[src/rtl/dmem_io_pkg.sv]
// ============================================================================
// dmem_io_pkg : IO map addresses and input-port bit positions for dmem_io_ctrl
// Revision    : 1.0
// ============================================================================
`default_nettype none

package dmem_io_pkg;

    localparam logic [15:0] ADDR_DISPLAY = 16'hfff8;
    localparam logic [15:0] ADDR_LED     = 16'hfffa;
    localparam logic [15:0] ADDR_TIMER   = 16'hfffc;
    localparam logic [15:0] ADDR_INPUT   = 16'hfffe;
    localparam int          STICKY_BIT   = 15;

endpackage

`default_nettype wire

[src/rtl/io_debounce.sv]
// ============================================================================
// io_debounce : two-flop synchroniser followed by a consecutive-cycle debouncer
// Revision    : 1.0
// ============================================================================
`default_nettype none

module io_debounce #(
    parameter int DEBOUNCE_CYCLES = 4
) (
    input  logic clock,
    input  logic reset_n,
    input  logic raw,
    output logic db
);

    localparam int CNT_W = $clog2(DEBOUNCE_CYCLES + 1);

    logic             sync1;
    logic             sync2;
    logic [CNT_W-1:0] cnt;

    always_ff @(posedge clock or negedge reset_n) begin
        if (!reset_n) begin
            sync1 <= 1'b0;
            sync2 <= 1'b0;
            cnt   <= '0;
            db    <= 1'b0;
        end else begin
            sync1 <= raw;
            sync2 <= sync1;
            // a single cycle of agreement restarts the stability count
            if (sync2 == db) begin
                cnt <= '0;
            end else if (cnt == CNT_W'(DEBOUNCE_CYCLES - 1)) begin
                db  <= sync2;
                cnt <= '0;
            end else begin
                cnt <= cnt + 1'b1;
            end
        end
    end

endmodule

`default_nettype wire

[src/rtl/dmem_io_ctrl.sv]
// ============================================================================
// dmem_io_ctrl : registered data memory plus memory-mapped board IO behind a
//                req/ready/rvalid port with one-cycle load latency
// Revision     : 1.0
// ============================================================================
`default_nettype none

module dmem_io_ctrl
    import dmem_io_pkg::*;
#(
    parameter int DATA_W          = 16,
    parameter int ADDR_W          = 16,
    parameter int MEM_WORDS       = 128,
    parameter int SW_COUNT        = 2,
    parameter int DEBOUNCE_CYCLES = 4,
    parameter int LED_W           = 8
) (
    input  logic                clock,
    input  logic                reset_n,
    input  logic                req,
    input  logic                write,
    input  logic [ADDR_W-1:0]   addr,
    input  logic [DATA_W-1:0]   wdata,
    output logic                ready,
    output logic                rvalid,
    output logic [DATA_W-1:0]   rdata,
    output logic [6:0]          io_display,
    output logic [LED_W-1:0]    io_led,
    input  logic [SW_COUNT-1:0] io_sw,
    input  logic                io_pb
);

    localparam int IDX_W = $clog2(MEM_WORDS);

    logic [DATA_W-1:0]   mem [MEM_WORDS];
    logic [ADDR_W-1:0]   word_addr;
    logic                unused_addr_lsb;
    logic [IDX_W-1:0]    mem_idx;
    logic                accept;
    logic                wr_acc;
    logic                rd_acc;
    logic                hit_mem;
    logic                hit_disp;
    logic                hit_led;
    logic                hit_timer;
    logic                hit_input;
    logic [SW_COUNT-1:0] sw_db;
    logic                pb_db;
    logic                pb_prev;
    logic                sticky;
    logic [DATA_W-1:0]   timer;
    logic [DATA_W-1:0]   in_word;
    logic [DATA_W-1:0]   rd_val;

    assign word_addr       = {addr[ADDR_W-1:1], 1'b0};
    assign unused_addr_lsb = addr[0];
    assign mem_idx         = addr[IDX_W:1];

    assign accept = req & ready;
    assign wr_acc = accept & write;
    assign rd_acc = accept & ~write;

    assign hit_mem   = word_addr < ADDR_W'(2 * MEM_WORDS);
    assign hit_disp  = word_addr == ADDR_W'(ADDR_DISPLAY);
    assign hit_led   = word_addr == ADDR_W'(ADDR_LED);
    assign hit_timer = word_addr == ADDR_W'(ADDR_TIMER);
    assign hit_input = word_addr == ADDR_W'(ADDR_INPUT);

    generate
        for (genvar i = 0; i < SW_COUNT; i++) begin : g_sw
            io_debounce #(.DEBOUNCE_CYCLES(DEBOUNCE_CYCLES)) u_sw_db (
                .clock   (clock),
                .reset_n (reset_n),
                .raw     (io_sw[i]),
                .db      (sw_db[i])
            );
        end
    endgenerate

    io_debounce #(.DEBOUNCE_CYCLES(DEBOUNCE_CYCLES)) u_pb_db (
        .clock   (clock),
        .reset_n (reset_n),
        .raw     (io_pb),
        .db      (pb_db)
    );

    always_comb begin
        in_word               = '0;
        in_word[SW_COUNT-1:0] = sw_db;
        in_word[SW_COUNT]     = pb_db;
        in_word[STICKY_BIT]   = sticky;
    end

    always_comb begin
        rd_val = '0;
        if (hit_mem) begin
            rd_val = mem[mem_idx];
        end else if (hit_disp) begin
            rd_val = DATA_W'(io_display);
        end else if (hit_led) begin
            rd_val = DATA_W'(io_led);
        end else if (hit_timer) begin
            rd_val = timer;
        end else if (hit_input) begin
            rd_val = in_word;
        end
    end

    // storage array is deliberately left out of reset
    always_ff @(posedge clock) begin
        if (wr_acc && hit_mem) begin
            mem[mem_idx] <= wdata;
        end
    end

    always_ff @(posedge clock or negedge reset_n) begin
        if (!reset_n) begin
            ready      <= 1'b1;
            rvalid     <= 1'b0;
            rdata      <= '0;
            io_display <= '0;
            io_led     <= '0;
            timer      <= '0;
            sticky     <= 1'b0;
            pb_prev    <= 1'b0;
        end else begin
            // ready only drops during the rvalid cycle, so a load blocks one slot
            rvalid <= rd_acc;
            ready  <= ~rd_acc;
            if (rd_acc) begin
                rdata <= rd_val;
            end
            if (wr_acc && hit_disp) begin
                io_display <= wdata[6:0];
            end
            if (wr_acc && hit_led) begin
                io_led <= wdata[LED_W-1:0];
            end
            timer   <= (wr_acc && hit_timer) ? wdata : timer + 1'b1;
            // a press on the clearing edge wins over the clear
            sticky  <= (pb_db & ~pb_prev) | (sticky & ~(rd_acc & hit_input));
            pb_prev <= pb_db;
        end
    end

endmodule

`default_nettype wire

[config.mk]
export PLATFORM = sky130hd
export DESIGN_NAME = dmem_io_ctrl
export DESIGN_NICKNAME = d
export VERILOG_FILES = /design/src/rtl/dmem_io_pkg.sv /design/src/rtl/io_debounce.sv /design/src/rtl/dmem_io_ctrl.sv
export SDC_FILE = /design/constraint.sdc
export NUM_CORES = 2
export LEC_CHECK = 0
export BUFFER_PORTS_ARGS = -buffer_cell sky130_fd_sc_hd__buf_2
export CORE_MARGIN = 8
export CORE_UTILIZATION = 50
export CTS_BUF_LIST = sky130_fd_sc_hd__clkbuf_4
export CTS_CLUSTER_DIAMETER = 120
export DETAILED_ROUTE_END_ITERATION = 10
export PLACE_DENSITY = 0.65
export SLEW_MARGIN = 30
export SYNTH_ARGS = -nofsm -noshare
export SYNTH_HDL_FRONTEND = slang
export SYNTH_SLANG_ARGS = --single-unit
[constraint.sdc]
create_clock -name clock -period 3.25 [get_ports clock]
set_clock_uncertainty 0.05 [all_clocks]
set_input_delay 0.325 -clock clock [delete_from_list [all_inputs] [get_ports clock]]
set_output_delay 0.325 -clock clock [all_outputs]
set_load 0.1 [all_outputs]
==> reports/summary.md <==
* 372000 µm — first-pass GRT wire length
* 5673 — number of nets in the layout
* 0.750 — post-synth top area share
* 7181 — total instance count after detailed placement
* 1.04 — Period Utilization, post-route
* finished with violations — outcome
* 0 — antenna violation net count after detailed routing
* 1.30 ns — clk_lat worst skew
* 177000 µm² — Die Outline Area
* 6 — H-tree depth
* 4.43 ns — data required time at the worst endpoint
* 557 — number of buffers inserted during clock tree synthesis
* 63200 µm² — Sequential Area
* 17.2 µm² — mean area per synthesized cell
* 81900 µm² — netlist area before placement
* 8167 — Layout Cells excl Fill
* 51800 — number of global-route vias before repair
* 8393 — Iter 0 DRT Violations
* 12300 — fill count
* 264000 µm — total wire length
* 148 — Row Count
* 2117 — CTS sink count
* 0.293 — GRT Util Overall
* 0.0326 — async set-or-reset flop fraction in the synthesized netlist
* 0 — Max Slew Vio Count
* 162000 µm — half-perimeter wire length of the detailed placement result
* 72 — number of top-level design ports
* 3.37 ns — fin crit period
* 0 — overall overflow remaining after global route
* 0.0858 ns — Worst Hold Slack
* 7 — critical path peak fanout
* 2048 — number of synthesized flops with an enable pin
* 0.917 — final estimated routing congestion in global placement
* sky130_fd_sc_hd__edfxtp_1, sky130_fd_sc_hd__clkbuf_4, sky130_fd_sc_hd__buf_4, sky130_fd_sc_hd__a221oi_1, sky130_fd_sc_hd__nor2_1 — highest-count cells in the layout ignoring fill and taps
* sky130_fd_sc_hd__edfxtp_1, sky130_fd_sc_hd__a221oi_1, sky130_fd_sc_hd__mux2_2 — ranking of synthesized cells by area
* 52900 — number of vias in the routed layout
* 70 — count of input and output buffers
* 17.3% — area overhead of the layout relative to synthesis
* 0.772 — sequential share of the synthesized area
* 0.0323 µW — Pleak
* 1.12 ns — transition at the pin with the smallest max-transition slack
* 0 — DRC
* in2reg — worst min-delay path class
* no — RSZ-0062 raised after global routing
* 0 — maximum capacitance violations
* 373 µV — worst voltage drop across the vdd grid
* 82 — Unique masters post-synth
* negative setup slack — failing checks
* -0.117 ns — Worst Slack Setup Final
* 55700 µW — total chip power
* 421 µm — die height
* 12 — number of antenna violations at the first check in global routing
* 4 — number of buffers on the longest clock path
* 0.282 — layout cell share with drive strength beyond 1
* 6 — buffers plus inverters on the worst setup path
* 0 — post-CTS setup-driven buffer insertion count
* primary input — Critical Path Start Type
* sky130_fd_sc_hd__dlygate4sd3_1 — master of the slowest instance on the critical path
* 4794 — net count after synthesis
* buffers and inverters — crit-path leading delay family
* 0.247 — remaining max-slew budget at the tightest pin
* sky130_fd_sc_hd__dlygate4sd3_1 — Most Frequent Cell on Critical Path
* yes — CTS tree
* 580 nW/µm² — total power divided by cell area
* 0 — number of hold violations in the final report
* 6.47 — via count normalized by instance count
* dlygate4sd3_1, buf_2, nor4_1, dlygate4sd3_1, nand2_1, dlygate4sd3_1, nor2_1, buf_4, nand2_1, a2111oi_1, buf_4, a21oi_1, nand4_1 — crit-path cells
* sky130_fd_sc_hd__clkbuf_4 — CTS root buf
* 0.503 — initial core utilization
* -0.161 ns — total negative slack
* 0.590 — post-route core utilization
* 0.07 ns — Clk pin slew, worst setup/hold paths
* 2117 — number of synthesized register bits
* 4751 — number of standard cells after synthesis
* sky130_fd_sc_hd__edfxtp_1 — leading cell type in the layout, fill and taps excluded
* 2 — Setup Viol. Count Final
* 421 µm — width of the die
* 0 — synthesis warning total
* in2reg — path type of the worst setup path
* 6 — Pre-Repair DR Iteration Count
* sky130_fd_sc_hd__edfxtp_1 — area leader, netlist
* flip-flop — Critical Path Sink Type
* 132 — maximum number of pins on one net before global-route repair
* 32.4 µm — routed length per placed instance
* 297 MHz — fmax
* 0.72 ns — peak per-stage delay on the critical path
* sky130_fd_sc_hd__edfxtp_1 — leading register cell type out of synthesis
* 163000 µm² — standard cell core area
* 17000 µm² — area of combinational cells with multiple inputs
* 4.54 ns — worst endpoint data arrival time
[synthesized netlist by cell type (all sizes together), types with 9 or more instances]
library cell	n
buf	247
edfxtp	2048
mux2i	174
o2bb2ai	11
a222oi	13
a21oi	219
a211oi	30
nand2	179
nor4	11
o21ai	188
nor2b	12
nor2	269
nor3b	12
a311oi	10
a22o	76
nor3	25
dfrtp	68
clkbuf	84
mux4	29
nand3	38
o221ai	24
a221o	72
a2111oi	16
xnor2	9
and3	14
o211ai	38
a22oi	196
mux2	207
a31oi	13
o221a	10
nand4	19
o2111ai	12
o211a	9
a221oi	267
[tightest hold or removal path, cell delays in order]
cell	delay [ns]
sky130_fd_sc_hd__dlygate4sd3_1	0.53
sky130_fd_sc_hd__buf_4	0.19
sky130_fd_sc_hd__buf_12	0.18
[flip-flops by register name, indices dropped and copies added (netlist names)]
name and count:
g_sw.u_sw_db.sync2 2, ready 1, u_pb_db.sync2 1, g_sw.u_sw_db.db 2, io_display 7, pb_prev 1, sticky 1, io_led 8
u_pb_db.cnt 3, timer 16, g_sw.u_sw_db.cnt 6, mem 2048, rdata 16, g_sw.u_sw_db.sync1 2, u_pb_db.sync1 1, u_pb_db.db 1
rvalid 1
[cell families after synthesis]
logic type      after synthesis  share of synthesized area
fa+ha+maj                     4                   0.000611
simple gates                605                     0.0327
flops                      2117                      0.772
compound gates             1258                      0.113
buf+inv                     340                     0.0225
mux                         410                     0.0578
xor+xnor                     17                    0.00182
[routing by layer]
| metal | global-route usage | vias up | wire, µm |
|---|---|---|---|
| li1 | - | 21600 | - |
| met1 | 0.392 | 26600 | 97100 |
| met2 | 0.449 | 3975 | 121000 |
| met3 | 0.0761 | 690 | 33000 |
| met4 | 0.142 | 4 | 13600 |
| met5 | 0 | - | 27 |
[report_power, final]
group / leakage (µW) / switching [µW] / total [µW] / internal (µW)
combinational: 0.00910 / 2450 / 3640 / 1190
clock: 0.00393 / 10500 / 22000 / 11500
sequential: 0.0193 / 82.8 / 30100 / 30000
[path summary, 6_finish.rpt]
check / from / to / slack (ns) / cells after the start
min in group asynchronous: reset_n / io_led[4] / 0.63 / 5
worst max-delay path: addr[9] / rdata[8] / -0.12 / 13
worst min-delay path: wdata[10] / mem[59][10] / 0.09 / 3
worst max register to register: mem[107][5] / rdata[5] / 0.12 / 7
worst min register to register: g_sw[1].u_sw_db.sync1 / g_sw[1].u_sw_db.sync2 / 0.31 / 0
max in group asynchronous: reset_n / u_pb_db.cnt[0] / 2.13 / 5
[cell type report]
type	count	area share
Antenna cell	14	0.000365
Clock buffer	792	0.0619
Clock inverter	115	0.00595
Inverter	9	0.000482
Multi-Input combinational cell	2294	0.177
Sequential cell	2117	0.658
Tap cell	2175	0.0283
Timing Repair Buffer	651	0.0684
[stage by stage]
stage               setup WS [ns]  cell area, µm²
floorplan                   0.237           81900
global placement           -0.910           88800
CTS                         0.115           96000
global route               0.0408           96100
detailed placement         -0.172           88900
finish                     -0.117           96100
[repair_timing]
| action | 4_1_cts | 5_1_grt |
|---|---|---|
| resized for setup | 0 | 4 |
| endpoints found under the hold margin | 2189 | 11 |
| hold buffers | 63 | 1 |
| setup endpoints to repair | 0 | 4 |
Note: power is estimated with default switching activity, not from simulation.
